--- src/rtl/mctrl_pkg.sv ---
// mctrl_pkg: shared opcodes, ALU codes, FSM states and control-register layout
package mctrl_pkg;
  localparam int TIMEOUT_DEF = 15;
  localparam logic [5:0] OP_RTYPE = 6'b001100;
  localparam logic [5:0] OP_ORI   = 6'b001101;
  localparam logic [5:0] OP_LUI   = 6'b001110;
  localparam logic [5:0] OP_LW    = 6'b100011;
  localparam logic [5:0] OP_SW    = 6'b101011;
  localparam logic [5:0] FN_ADD   = 6'b100000;
  localparam logic [5:0] FN_SUB   = 6'b100010;
  localparam logic [5:0] FN_AND   = 6'b100100;
  localparam logic [5:0] FN_OR    = 6'b100101;
  localparam logic [5:0] FN_X     = 6'b110010;
  localparam logic [2:0] ALU_ADD  = 3'd0;
  localparam logic [2:0] ALU_SUB  = 3'd1;
  localparam logic [2:0] ALU_AND  = 3'd2;
  localparam logic [2:0] ALU_OR   = 3'd3;
  localparam logic [2:0] ALU_LUI  = 3'd4;
  localparam logic [2:0] ALU_X    = 3'd5;
  typedef enum logic [2:0] {FETCH, DECODE, EXEC, MEM, WB, FAULT} state_t;
  typedef struct packed {
    logic       legal;
    logic       is_lw;
    logic       is_sw;
    logic       reg_dst_rd;
    logic       alu_src_imm;
    logic       imm_upper;
    logic [2:0] alu_op;
  } ctrl_t;
endpackage

--- src/rtl/mctrl_seq_if.sv ---
// mctrl_seq_if: fetch/data handshakes and datapath strobes; retired counter port only with MCTRL_SEQ_PERF_EN
interface mctrl_seq_if;
  logic [31:0] instr;
  logic        imem_req, imem_ack, dmem_req, dmem_we, dmem_ack;
  logic        ir_we, pc_we, reg_we, reg_dst_rd, alu_src_imm, imm_upper, mem_to_reg;
  logic [2:0]  alu_op;
  logic        busy, fault;
`ifdef MCTRL_SEQ_PERF_EN
  logic [31:0] retired;
  modport master(input instr, imem_ack, dmem_ack,
                 output imem_req, dmem_req, dmem_we, ir_we, pc_we, reg_we, reg_dst_rd,
                        alu_src_imm, imm_upper, mem_to_reg, alu_op, busy, fault, retired);
  modport slave(output instr, imem_ack, dmem_ack,
                input imem_req, dmem_req, dmem_we, ir_we, pc_we, reg_we, reg_dst_rd,
                      alu_src_imm, imm_upper, mem_to_reg, alu_op, busy, fault, retired);
`else
  modport master(input instr, imem_ack, dmem_ack,
                 output imem_req, dmem_req, dmem_we, ir_we, pc_we, reg_we, reg_dst_rd,
                        alu_src_imm, imm_upper, mem_to_reg, alu_op, busy, fault);
  modport slave(output instr, imem_ack, dmem_ack,
                input imem_req, dmem_req, dmem_we, ir_we, pc_we, reg_we, reg_dst_rd,
                      alu_src_imm, imm_upper, mem_to_reg, alu_op, busy, fault);
`endif
endinterface

--- src/rtl/mctrl_decode.sv ---
// mctrl_decode: combinational instruction decoder producing control fields and legality
module mctrl_decode
  import mctrl_pkg::*;
(
  input  logic [31:0] instr,
  output ctrl_t       ctrl
);
  logic [5:0] op, fn;
  logic unused_bits;
  assign op = instr[31:26];
  assign fn = instr[5:0];
  assign unused_bits = ^instr[25:6];
  // map opcode/funct to control fields; anything unrecognised stays all-zero (illegal)
  always_comb begin
    ctrl = '0;
    case (op)
      OP_RTYPE: begin
        ctrl.legal = 1'b1;
        ctrl.reg_dst_rd = 1'b1;
        case (fn)
          FN_ADD: ctrl.alu_op = ALU_ADD;
          FN_SUB: ctrl.alu_op = ALU_SUB;
          FN_AND: ctrl.alu_op = ALU_AND;
          FN_OR:  ctrl.alu_op = ALU_OR;
          FN_X:   ctrl.alu_op = ALU_X;
          default: ctrl = '0;
        endcase
      end
      OP_ORI: begin
        ctrl.legal = 1'b1;
        ctrl.alu_src_imm = 1'b1;
        ctrl.alu_op = ALU_OR;
      end
      OP_LUI: begin
        ctrl.legal = 1'b1;
        ctrl.imm_upper = 1'b1;
        ctrl.alu_op = ALU_LUI;
      end
      OP_LW: begin
        ctrl.legal = 1'b1;
        ctrl.is_lw = 1'b1;
        ctrl.alu_src_imm = 1'b1;
      end
      OP_SW: begin
        ctrl.legal = 1'b1;
        ctrl.is_sw = 1'b1;
        ctrl.alu_src_imm = 1'b1;
      end
      default: ctrl = '0;
    endcase
  end
endmodule

--- src/rtl/mctrl_seq.sv ---
// mctrl_seq: multi-cycle FETCH/DECODE/EXEC/MEM/WB sequencer with handshake timeout; MCTRL_SEQ_PERF_EN adds retired counter
module mctrl_seq
  import mctrl_pkg::*;
#(
  parameter int TIMEOUT = TIMEOUT_DEF,
  parameter int TO_W    = 8
)(
  input  logic        clk,
  input  logic        rst,
  mctrl_seq_if.master m
);
  state_t          state, state_n;
  ctrl_t           ctrl, dec;
  logic [TO_W-1:0] to_cnt;
  logic            act, expired, fetch_ack, sel;
  mctrl_decode u_dec (.instr(m.instr), .ctrl(dec));
  assign act = !rst;
  assign expired = to_cnt == TO_W'(TIMEOUT - 1);
  assign fetch_ack = act && state == FETCH && m.imem_ack;
  assign sel = act && (state == EXEC || state == MEM || state == WB);
  // state register
  always_ff @(posedge clk or posedge rst)
    if (rst) state <= FETCH;
    else state <= state_n;
  // control register captures the decode of the fetched word while it is valid
  always_ff @(posedge clk or posedge rst)
    if (rst) ctrl <= '0;
    else if (fetch_ack) ctrl <= dec;
  // request-wait counter: restarts on every state change, counts while a request waits
  always_ff @(posedge clk or posedge rst)
    if (rst) to_cnt <= '0;
    else to_cnt <= state_n != state ? '0 : (state == FETCH || state == MEM) ? to_cnt + 1'b1 : to_cnt;
  // next state and outputs; ack takes priority over timeout, reset silences everything but busy
  always_comb begin
    state_n = state;
    case (state)
      FETCH:   state_n = m.imem_ack ? DECODE : expired ? FAULT : FETCH;
      DECODE:  state_n = ctrl.legal ? EXEC : FAULT;
      EXEC:    state_n = (ctrl.is_lw || ctrl.is_sw) ? MEM : WB;
      MEM:     state_n = m.dmem_ack ? (ctrl.is_sw ? FETCH : WB) : expired ? FAULT : MEM;
      WB:      state_n = FETCH;
      default: state_n = FAULT;
    endcase
    m.imem_req    = act && state == FETCH;
    m.ir_we       = fetch_ack;
    m.pc_we       = fetch_ack;
    m.dmem_req    = act && state == MEM;
    m.dmem_we     = act && state == MEM && ctrl.is_sw;
    m.reg_we      = act && state == WB;
    m.reg_dst_rd  = sel && ctrl.reg_dst_rd;
    m.alu_src_imm = sel && ctrl.alu_src_imm;
    m.imm_upper   = sel && ctrl.imm_upper;
    m.mem_to_reg  = sel && ctrl.is_lw;
    m.alu_op      = sel ? ctrl.alu_op : ALU_ADD;
    m.busy        = state != FAULT;
    m.fault       = act && state == FAULT;
  end
`ifdef MCTRL_SEQ_PERF_EN
  logic [31:0] retired_q;
  assign m.retired = retired_q;
  // an instruction retires when WB completes or a store is acknowledged
  always_ff @(posedge clk or posedge rst)
    if (rst) retired_q <= '0;
    else if (state == WB || (state == MEM && ctrl.is_sw && m.dmem_ack)) retired_q <= retired_q + 1'b1;
`endif
endmodule

--- src/flat_wrapper.sv ---
// flat-port wrapper written by rule: the top's interface ports become plain ports
module mctrl_seq_flat import mctrl_pkg::*;
#(
  parameter int TIMEOUT = TIMEOUT_DEF,
  parameter int TO_W    = 8
)
  (clk, rst, m_instr, m_imem_ack, m_dmem_ack, m_imem_req, m_dmem_req, m_dmem_we, m_ir_we, m_pc_we, m_reg_we, m_reg_dst_rd, m_alu_src_imm, m_imm_upper, m_mem_to_reg, m_alu_op, m_busy, m_fault);
  mctrl_seq_if m_i ();
  input  logic clk;
  input  logic rst;
  input wire logic [$bits(m_i.instr)-1:0] m_instr;
  input wire logic [$bits(m_i.imem_ack)-1:0] m_imem_ack;
  input wire logic [$bits(m_i.dmem_ack)-1:0] m_dmem_ack;
  output wire logic [$bits(m_i.imem_req)-1:0] m_imem_req;
  output wire logic [$bits(m_i.dmem_req)-1:0] m_dmem_req;
  output wire logic [$bits(m_i.dmem_we)-1:0] m_dmem_we;
  output wire logic [$bits(m_i.ir_we)-1:0] m_ir_we;
  output wire logic [$bits(m_i.pc_we)-1:0] m_pc_we;
  output wire logic [$bits(m_i.reg_we)-1:0] m_reg_we;
  output wire logic [$bits(m_i.reg_dst_rd)-1:0] m_reg_dst_rd;
  output wire logic [$bits(m_i.alu_src_imm)-1:0] m_alu_src_imm;
  output wire logic [$bits(m_i.imm_upper)-1:0] m_imm_upper;
  output wire logic [$bits(m_i.mem_to_reg)-1:0] m_mem_to_reg;
  output wire logic [$bits(m_i.alu_op)-1:0] m_alu_op;
  output wire logic [$bits(m_i.busy)-1:0] m_busy;
  output wire logic [$bits(m_i.fault)-1:0] m_fault;
  assign m_i.instr = m_instr;
  assign m_i.imem_ack = m_imem_ack;
  assign m_i.dmem_ack = m_dmem_ack;
  assign m_imem_req = m_i.imem_req;
  assign m_dmem_req = m_i.dmem_req;
  assign m_dmem_we = m_i.dmem_we;
  assign m_ir_we = m_i.ir_we;
  assign m_pc_we = m_i.pc_we;
  assign m_reg_we = m_i.reg_we;
  assign m_reg_dst_rd = m_i.reg_dst_rd;
  assign m_alu_src_imm = m_i.alu_src_imm;
  assign m_imm_upper = m_i.imm_upper;
  assign m_mem_to_reg = m_i.mem_to_reg;
  assign m_alu_op = m_i.alu_op;
  assign m_busy = m_i.busy;
  assign m_fault = m_i.fault;
  mctrl_seq #(.TIMEOUT(TIMEOUT), .TO_W(TO_W)) u_core (.clk(clk), .rst(rst), .m(m_i));
endmodule
--- config.mk ---
export PLATFORM = sky130hd
export DESIGN_NAME = mctrl_seq_flat
export DESIGN_NICKNAME = d
export VERILOG_FILES = /design/src/rtl/mctrl_pkg.sv /design/src/rtl/mctrl_seq_if.sv /design/src/rtl/mctrl_decode.sv /design/src/rtl/mctrl_seq.sv /design/src/flat_wrapper.sv
export SDC_FILE = /design/constraint.sdc
export NUM_CORES = 1
export LEC_CHECK = 0
export CAP_MARGIN = 20
export CORE_MARGIN = 5
export CORE_UTILIZATION = 43
export DETAILED_ROUTE_END_ITERATION = 16
export GPL_TIMING_DRIVEN = 0
export PLACE_DENSITY = 0.75
export REMOVE_ABC_BUFFERS = 1
export SYNTH_ARGS = -nofsm -noshare
export SYNTH_HDL_FRONTEND = slang
export SYNTH_SLANG_ARGS = --single-unit
--- constraint.sdc ---
create_clock -name clk -period 2.6 [get_ports clk]
set_clock_uncertainty 0.2 [all_clocks]
set_input_delay 0.26 -clock clk [delete_from_list [all_inputs] [get_ports clk]]
set_output_delay 0.26 -clock clk [all_outputs]
set_load 0.1 [all_outputs]
==> impl_results.md, run 1 <==
* Result of the run: finished, final reports clean
* Number of maximum-capacitance constraint violations at 0
* Flop and latch count out of synthesis at 20
* Tmin final at 2540 ps
* GRT Overall Usage at 0.169
* Maximum achievable frequency at 0.394 GHz
* Hold Buf Count CTS at 0
* Initial Utilization at 0.439
* Synth Cell Area at 0.00131 mm^2
* Fill count at 265
* Area fraction in compound gates after synthesis at 0.187
* Post-layout total power at 0.556 mW
* Placed Instances at roughly 200
* Maximum number of pins on one net before global-route repair at 21
* Critical path endpoint category: primary output
* Remaining design rule violation count at 0
* Average size of a mapped cell at 9.33 um^2
* Post-synth cell types at 48
* GRT met1 Usage at 0.199
* Mean number of vias per cell at 5.75
* Pre-CTS setup slack at -816 ps
* Arrival time of data at the critical path endpoint at 2080 ps
* Multiplexer share of the synthesized area at 0.0172
* Routed wire length per instance at 15.4 um
* Number of clock sinks seen by CTS at 20
* Vias in the first global route at 1260
* TritonCTS clock tree: built
* Clock tree buffer depth at 2
* First-pass GRT wire length at 5660 um
* Setup slack of the critical path after layout at 58.8 ps
* Row Count at 20
* Actual transition at the worst max-transition pin at 960 ps
* Fraction of final layout cells sized beyond drive strength 1 at 0.229
* Core Box Area at 0.00298 mm^2
* CTS buffer count at 3
* Insertion delay of the later-clocked pin in the worst-skew pair at roughly 300 ps
* Final period utilization at 0.977
* Aggregate routed wire length at between 3000 and 4000 um
* Die area at 0.00424 mm^2
* Placer congestion estimate at 0.852
* Layout Cells excl Fill at 208
* Vertical die dimension at 65.1 um
* HPWL reported at the end of detailed placement at 2380 um
* Critical path type: flop to primary output
* Total power per unit cell area at 324 mW/mm^2
* Parity-gate share of the synthesized area counting xor and xnor cells at 0.0469
* Met3 demand-to-capacity share in global routing at 0.0444
* Clock Root Buffer: clkbuf_4
* Commonest register cell after synthesis: dfrtp_1
* Post-Synthesis Cells at 140
* Synth warn at 0
* Grt peak-use layer: met2
* Total number of nets in the final design at between 200 and 250
* Final-report hold violation count at 0
* Synthesis-to-finish area growth at 31.2%
* Met2 global-route usage at 0.303
* Number of synthesized flops with an enable pin at 0
* Finish-stage setup viols at 0
* Port-buffer cells at 30
* Count of TritonRoute iterations in the first routing pass at 4
* Most frequent cells in the layout: dfrtp_1 (17), nand2_1 (16), clkdlybuf4s50_1 (15), and2_1 (9), nor2_1 (8)
* Maximum resistive drop on vdd at around 0.00021 V
* Largest family of logic cells by synthesized area: simple AND/OR/NAND/NOR gates
* Final count of pins violating max slew at 0
* Number of DRC violations after detailed-routing iteration 0 at 34
* Level count of the clock H-tree at 1
* Clock transition at the register clock pins on the worst setup and hold paths after CTS at 110 ps
* Crit path launch type: flop
* Residual antenna-violating net count after detailed routing at 0
* Most frequent standard cell in the layout excluding fill and tap cells: dfrtp_1
* Tightest slew margin relative to the limit at 0.362
* Fraction of the mapped netlist area in adder cells at 0.0192
* Type of the tightest min-delay check: flop to flop
* Critical path fanouts, max at 8
* Final design utilization at 0.576
* Share of synthesized flip-flops with an asynchronous set or reset at 1.00
* Leakage dissipation at 0.681 nW
* Number of antenna violations at the first check in global routing at 0
* Width of the die at around 65 um
* Sequential element share of the synthesized area at 0.383
* Total number of vias at 1195
* Ant. Diodes at 0
* I/O pin count at 51
* Aggregate global routing overflow at 0
* Data required time of the worst path at 2140 ps
* Fraction of the mapped netlist area in simple logic gates at 0.311
==> sequential cells by signal (all words and copies together) (netlist names) <==
register,count
u_core.state,3
u_core.to_cnt,8
u_core.ctrl,9
==> critical path, cell delays in order, from the launching register on <==
cell	delay, ps
dfrtp_2	490
or2_2	340
or2_2	310
a21oi_4	230
and2_1	200
buf_8	210
==> final timing paths <==
path | start | endpoint | slack [ps] | cells past startpoint
max in group asynchronous | rst | u_core.state[0] | 1280 | 2
min | u_core.ctrl[3] | u_core.ctrl[3] | 290 | 2
min in group asynchronous | rst | u_core.ctrl[3] | 390 | 2
max | u_core.state[0] | m_imm_upper | 60 | 5
max reg2reg | u_core.to_cnt[0] | u_core.to_cnt[4] | 190 | 6
min reg2reg | u_core.ctrl[3] | u_core.ctrl[3] | 290 | 2
==> what timing repair did <==
action / in CTS / in global routing
buffers inserted: 0 / 6
hold endpoints to repair: 0 / 0
gates resized for setup: 79 / 11
setup endpoints to repair: 15 / 12
==> through the flow <==
stage                     hold WS [ps]  TNS (ps)  instance area [um^2]
after floorplan                   23.8    -20030                  1280
after global placement             258     -7180                  1620
after detailed placement           260     -7510                  1620
after CTS                          288         0                  1670
after global routing               321      -117                  1710
final                              290         0                  1710
==> Yosys cell counts, drive strengths merged (2+ instances only) <==
master | n | area share
a21oi | 3 | 0.011
nand2b | 3 | 0.014
a211oi | 7 | 0.040
nor4 | 2 | 0.014
or4 | 2 | 0.011
inv | 6 | 0.017
and2 | 9 | 0.043
o22a | 2 | 0.013
nor2 | 8 | 0.023
xnor2 | 6 | 0.040
nand3 | 3 | 0.011
dfrtp | 20 | 0.38
o311ai | 2 | 0.027
nor3b | 4 | 0.023
o21ai | 5 | 0.019
nor3 | 3 | 0.011
ha | 2 | 0.019
or2 | 3 | 0.014
nand2 | 16 | 0.046
nor2b | 6 | 0.029
clkbuf | 3 | 0.0086
mux2 | 2 | 0.017
or3 | 3 | 0.018
buf | 2 | 0.0096
nor4b | 2 | 0.013
==> layer usage <==
metal / share of wire / vias up
met2: 0.50 / 36
met5: 0 / -
met3: 0.062 / 7
met4: 0.018 / 0
li1: - / 585
met1: 0.42 / 567
==> area by class of cell <==
cell class	instances	area, um^2	area share
inverter	6	22.5	0.0131
clock buffer	4	36.3	0.0212
multi-input combinational	109	771	0.450
sequential	20	504	0.294
timing repair buffer	36	339	0.198
tap	33	41.3	0.0241
==> power breakdown <==
group / internal, mW / total, mW / switching, mW
Sequential: 0.314 / 0.317 / 0.00222
Combinational: 0.0287 / 0.0559 / 0.0272
Clock: 0.0856 / 0.184 / 0.0980
==> cell families (layout without fill, tap and decap cells) <==
group,after synthesis,in the layout
XOR/XNOR,7,7
flip-flops,20,20
AO/OA/AOI/OAI,29,29
buffers and inverters,11,46
adder cells (fa/ha/maj),2,2
AND/OR/NAND/NOR,69,69
multiplexers,2,2
(Power assumes the default switching activity.)
==> run 2, diff against run 1 <==
- CTS_CLUSTER_DIAMETER: default -> 100
- PLACE_DENSITY: 0.75 -> 0.79
==> run 2 against run 1 <==
- wire length grew 3.2%
- hold slack got worse by 3.0 ps
- final area about the same
- register-to-register slack got worse by 20 ps
- worst setup slack better by 14 ps
- largest power group unchanged
- flip-flop and latch count stayed put
- total power down 5.6%
- core utilization is essentially flat
- combinational power about the same
- first-iteration DRC count down 2.9%
- highest routed layer unchanged
==> impl_results.md, run 2 (synthesis gave the netlist of run 1 again) <==
* Maximum number of pins on one net before global-route repair at 21
* First element of the critical path: u_core.state[1]
* Critical path endpoint category: primary output
* Total number of nets in the final design at 214
* First-pass GRT wire length at 5590 um
* Reg2Reg Setup Slack at around 170 ps
* Max reg flops at 9
* Crit path launch type: flop
* Total power per unit cell area at 306 mW/mm^2
* Met2 global-route usage at 0.310
* Most frequent cells in the layout: dfrtp_1 (17), nand2_1 (16), clkdlybuf4s50_1 (15), nor2_1 (8), and2_1 (8)
* Grt peak-use layer: met2
* Vertical die dimension at approximately 65 um
* Critical path destination: m_alu_op[2]
* Tightest slew margin relative to the limit at 0.359
* Total number of vias at 1188
* GRT Overall Usage at 0.167
* Synthesis-to-finish area growth at 31.3%
* Initial Utilization at 0.439
* Port-buffer cells at 30
* Width of the die at 65.1 um
* CP Cell Sequence: or2_2, or2_2, a21oi_4, and2_1, buf_8
* Switch share at 0.244
* Result of the run: finished, final reports clean
* Number of clock sinks seen by CTS at 20
* CTS buffer count at 3
* Placer congestion estimate at 0.822
* Clock transition at the register clock pins on the worst setup and hold paths after CTS at approximately 120 ps
* Final-report hold violation count at 0
* Residual antenna-violating net count after detailed routing at 0
* Fraction of final layout cells sized beyond drive strength 1 at 0.230
* Clock tree buffer depth at 2
* Die area at 0.00424 mm^2
* Most used cell, CP: or2_2
* CP max stage cell: dfrtp_2
* Number of antenna violations at the first check in global routing at 0
* GRT met1 Usage at 0.173
* TritonCTS clock tree: built
* R2r startpoint: u_core.to_cnt[0]
* Actual transition at the worst max-transition pin at 965 ps
* Leakage dissipation at 0.677 nW
* Startpoint of the tightest hold check path: u_core.ctrl[3]
* Share of total power in sequential cells at 0.603
* Insertion delay of the later-clocked pin in the worst-skew pair at around 310 ps
* Arrival time of data at the critical path endpoint at 2070 ps
* Reg with most FFs: u_core.ctrl
* Vias in the first global route at 1301
* Data required time of the worst path at about 2100 ps
* Aggregate global routing overflow at 0
* Tmin final at around 2500 ps
* Routed wire length per instance at 16.0 um
* Type of the tightest min-delay check: flop to flop
* Delay of the slowest critical-path stage at around 480 ps
* Remaining design rule violation count at 0
* Ant. Diodes at 0
* I/O pin count at 51
* Post-layout total power at 0.525 mW
* Final count of pins violating max slew at 0
* Maximum achievable frequency at 0.396 GHz
* Met3 demand-to-capacity share in global routing at 0.0513
* Largest regs: u_core.ctrl x9, u_core.to_cnt x8, u_core.state x3
* Clock Root Buffer: clkbuf_4
* Row Count at 20
* Number of DRC violations after detailed-routing iteration 0 at 33
* Clock group share of total power at 0.290
* Switching power summed over all nets at 0.128 mW
* Min-Delay Path Depth at 2
* Count of TritonRoute iterations in the first routing pass at 4
* Depth of the worst register-to-register path at 6
* Internal cell power at 0.397 mW
* Core Box Area at 0.00298 mm^2
* Level count of the clock H-tree at 1
* Gate power share at 0.107
* Number of maximum-capacitance constraint violations at 0
* Hold Buf Count CTS at 0
* Aggregate routed wire length at about 3300 um
* Placed Area at 0.00162 mm^2
* Most frequent standard cell in the layout excluding fill and tap cells: dfrtp_1
* Hold_ws at around 290 ps
* Capture instance of the worst register-to-register path: u_core.to_cnt[1]
* Cell area after layout at between 0.0015 and 0.002 mm^2
* Critical path fanouts, max at 7
* Finish-stage setup viols at 0
* Final period utilization at 0.972
* Mean number of vias per cell at approximately 5.7
* Maximum resistive drop on vdd at approximately 0.00016 V
* Critical path type: flop to primary output
* HPWL reported at the end of detailed placement at 2450 um
run 2: cell types whose count changed in the layout (fill, tap and decap cells not counted):
| cell | change |
|---|---|
| buf_12 | +2 |
| clkbuf_4 | +1 |
| and2_4 | +1 |
| buf_4 | -3 |
| clkbuf_8 | -1 |
| buf_2 | +1 |
| buf_6 | -2 |
| clkbuf_2 | +1 |
| and2_1 | -1 |
run 2: repair_timing:
action | in CTS | in global routing
resized for setup | 79 | 13
endpoints found under the hold margin | 0 | 0
setup endpoints to repair | 15 | 12
pin swaps | 0 | 1
buffers inserted | 0 | 6
run 2: worst max-delay path: cells and delay by family (launching register included):
family	cells	cell delay (ps)
buffers and inverters	1	210
DFF	1	480
and+or+nand+nor	3	860
AOI/OAI and AO/OA	1	210
run 2: stage by stage:
stage	cells	util	setup TNS, ps	setup WS, ps
global route	207	0.576	-17.8	-17.8
global placement	198	0.545	-7260	-779
finish	207	0.576	0	72.8
detailed placement	198	0.545	-7360	-812
CTS	201	0.560	0	1.23
floorplan	135	-	-20030	-1680
run 2: how the worst min path moves through the flow:
stage	endpoint	slack, ps
6_report	u_core.ctrl[3]	290
4_1_cts	u_core.ctrl[3]	280
3_5_place_dp	u_core.ctrl[3]	260
5_1_grt	u_core.ctrl[4]	340
2_1_floorplan	u_core.ctrl[0]	20
3_3_place_gp	u_core.ctrl[3]	260
run 2: area by class of cell:
class	count	area, um^2
flip-flops and latches	20	504
fillers	271	1260
repair buffers	36	352
well taps	33	41.3
clock buffers	3	22.5
multi-input cells	109	773
inverters	6	22.5
run 2: power groups by stage:
stage	Clock (mW)	Sequential, mW	Combinational, mW
after floorplan	0	0.322	0.0228
after global placement	0	0.322	0.0545
after detailed placement	0	0.323	0.0569
after CTS	0.153	0.316	0.0573
after global routing	0.170	0.317	0.0616
final	0.152	0.316	0.0562
run 2: routing by layer:
| metal | wire (um) | share of wire |
|---|---|---|
| met1 | 1340 | 0.40 |
| met2 | 1750 | 0.53 |
| met3 | 190 | 0.057 |
| met5 | 0 | 0 |
| met4 | 29 | 0.0088 |
==> run 3, diff against run 2 <==
- CORE_UTILIZATION: 43 -> 28
- GPL_ROUTABILITY_DRIVEN: default -> 0
- PLACE_DENSITY: 0.79 -> default
==> run 3 against run 2 <==
- die area rose by 45%
- fmax rose by 0.35%
- cell count rose by 7.7%
- clock power rose by 58%
- via count fell by 3.9%
- total power rose by 17%
- wire length fell by 4.9%
- largest cell class unchanged
- worst setup slack improved by 8.8 ps
==> impl_results.md, run 3 (synthesis gave the netlist of run 1 again) <==
* Result of the run: finished, final reports clean
* TritonCTS clock tree: built
* R2r startpoint: u_core.to_cnt[0]
* Final design utilization at 0.387
* Switching power summed over all nets at 0.135 mW
* Hold Buf Count CTS at 0
* Reg2Reg Setup Slack at 180 ps
* Vertical die dimension at 78.3 um
* Combined area of the multi-input logic cells at 771 um^2
* Row Count at 24
* Number of maximum-capacitance constraint violations at 0
* Mean number of vias per cell at a little over 5
* Total power per unit cell area at 356 mW/mm^2
* Remaining design rule violation count at 0
* Number of DRC violations after detailed-routing iteration 0 at 79
* HPWL reported at the end of detailed placement at 2360 um
* Fill count at between 400 and 500
* Sequential cell area at a little over 500 um^2
* Layout Cells excl Fill at 223
* Most frequent standard cell in the layout excluding fill and tap cells: dfrtp_1
* Internal cell power at 0.478 mW
* Leakage dissipation at 0.671 nW
* Final period utilization at 0.969
* Arrival time of data at the critical path endpoint at 2060 ps
* Maximum achievable frequency at roughly 0.4 GHz
* Number of antenna violations at the first check in global routing at 0
* Final-report hold violation count at 0
* Number of clock sinks seen by CTS at 20
* Type of the tightest min-delay check: flop to flop
* Fraction of final layout cells sized beyond drive strength 1 at 0.211
* Final count of pins violating max slew at 0
* Clock Root Buffer: clkbuf_8
* Tmin final at 2520 ps
* Synthesis-to-finish area growth at 31.7%
* Clock tree buffer depth at 2
* Width of the die at 78.3 um
* Maximum resistive drop on vdd at 0.000249 V
* Max reg flops at 9
* Switch share at 0.221
* First-pass GRT wire length at 5300 um
* Port-buffer cells at 30
* Unrepaired setup endpoints after global routing: false
* Crit path launch type: flop
* Post-layout total power at slightly above 0.6 mW
* Residual antenna-violating net count after detailed routing at 0
* Depth of the worst register-to-register path at 6
* Insertion delay of the later-clocked pin in the worst-skew pair at 260 ps
* Tightest slew margin relative to the limit at 0.359
* Routed wire length per instance at 14.1 um
* Startpoint of the tightest hold check path: u_core.ctrl[3]
* Critical path fanouts, max at 10
* Share of total power in sequential cells at 0.517
* Most frequent cells in the layout: dfrtp_1 (17), nand2_1 (16), clkdlybuf4s50_1 (15), and2_1 (9), nor2_1 (8)
* Clock group share of total power at 0.392
* Gate power share at 0.091
* Critical path endpoint category: primary output
* Critical path type: flop to primary output
* Level count of the clock H-tree at 1
* CTS buffer count at 3
* First element of the critical path: u_core.state[0]
* Vias in the first global route at 1166
* Data required time of the worst path at 2140 ps
* Initial Utilization at 0.294
* Capture instance of the worst register-to-register path: u_core.to_cnt[0]
* Actual transition at the worst max-transition pin at about 970 ps
* Min-Delay Path Depth at 2
* I/O pin count at 51
* Ant. Diodes at 0
* Reg with most FFs: u_core.ctrl
* Total number of vias at 1142
* Worst Hold Path EP: u_core.ctrl[3]
* Total number of nets in the final design at 210
* Clock transition at the register clock pins on the worst setup and hold paths after CTS at about 70 ps
* Placed Instances at around 220
* Finish-stage setup viols at 0
* Largest regs: u_core.ctrl x9, u_core.to_cnt x8, u_core.state x3
* Aggregate routed wire length at 3150 um
* Maximum number of pins on one net before global-route repair at 21
* Die area at slightly above 0.006 mm^2
* Count of TritonRoute iterations in the first routing pass at 4
* GRT Overall Usage at 0.106
* Aggregate global routing overflow at 0
* Core Box Area at approximately 0.0044 mm^2
-- run 3: cell count changes in the layout (fill, tap and decap cells not counted), sizes merged --
cell / before / now
clkdlybuf4s15: 2 / 1
buf: 12 / 10
-- run 3: worst max path at each step --
| stage | to | slack [ps] |
|---|---|---|
| detailed placement | m_alu_op[0] | -860 |
| finish | m_alu_op[0] | 80 |
| floorplan | u_core.ctrl[2] | -1680 |
| global placement | m_alu_op[0] | -830 |
| global route | m_alu_op[0] | 2 |
| CTS | m_alu_op[2] | 0.2 |
-- run 3: cell type report --
cell class,count,area share
clock buffer,4,0.0320
inverter,6,0.0131
multi-input combinational,109,0.448
sequential,20,0.293
tap,52,0.0378
timing repair buffer,32,0.176
-- run 3: power groups by stage --
stage	Combinational (mW)	Sequential, mW	Clock (mW)
floorplan	0.0228	0.322	0
CTS	0.0567	0.317	0.249
global route	0.0612	0.317	0.265
finish	0.0558	0.317	0.240
detailed placement	0.0564	0.323	0
global placement	0.0552	0.323	0
-- run 3: timing repair --
item / in CTS / in global routing
gates resized for setup: 69 / 18
cloned: 0 / 0
setup endpoints to repair: 15 / 13
buffers inserted: 0 / 2
-- run 3: critical path: stages, from the launching register on --
cell     delay (ps)
dfrtp_2         480
or2_2           330
or2_2           310
a21oi_4         230
and2_1          200
buf_6           230
-- run 3: per-layer routing --
| metal | vias to the layer above | GRT usage | wire length (um) |
|---|---|---|---|
| met2 | 31 | 0.186 | 1510 |
| li1 | 570 | - | - |
| met4 | 0 | 0.0367 | 30 |
| met3 | 3 | 0.0252 | 170 |
| met1 | 538 | 0.127 | 1440 |
| met5 | - | 0 | 0 |
-- run 3: metrics by stage --
stage	hold slack (ps)	setup TNS (ps)	setup slack, ps	instance area (um^2)
2_1_floorplan	23.8	-20030	-1680	1280
3_3_place_gp	267	-7690	-830	1650
3_5_place_dp	286	-7970	-862	1650
4_1_cts	305	0	0.171	1700
5_1_grt	323	0	1.99	1720
6_report	295	0	81.5	1720
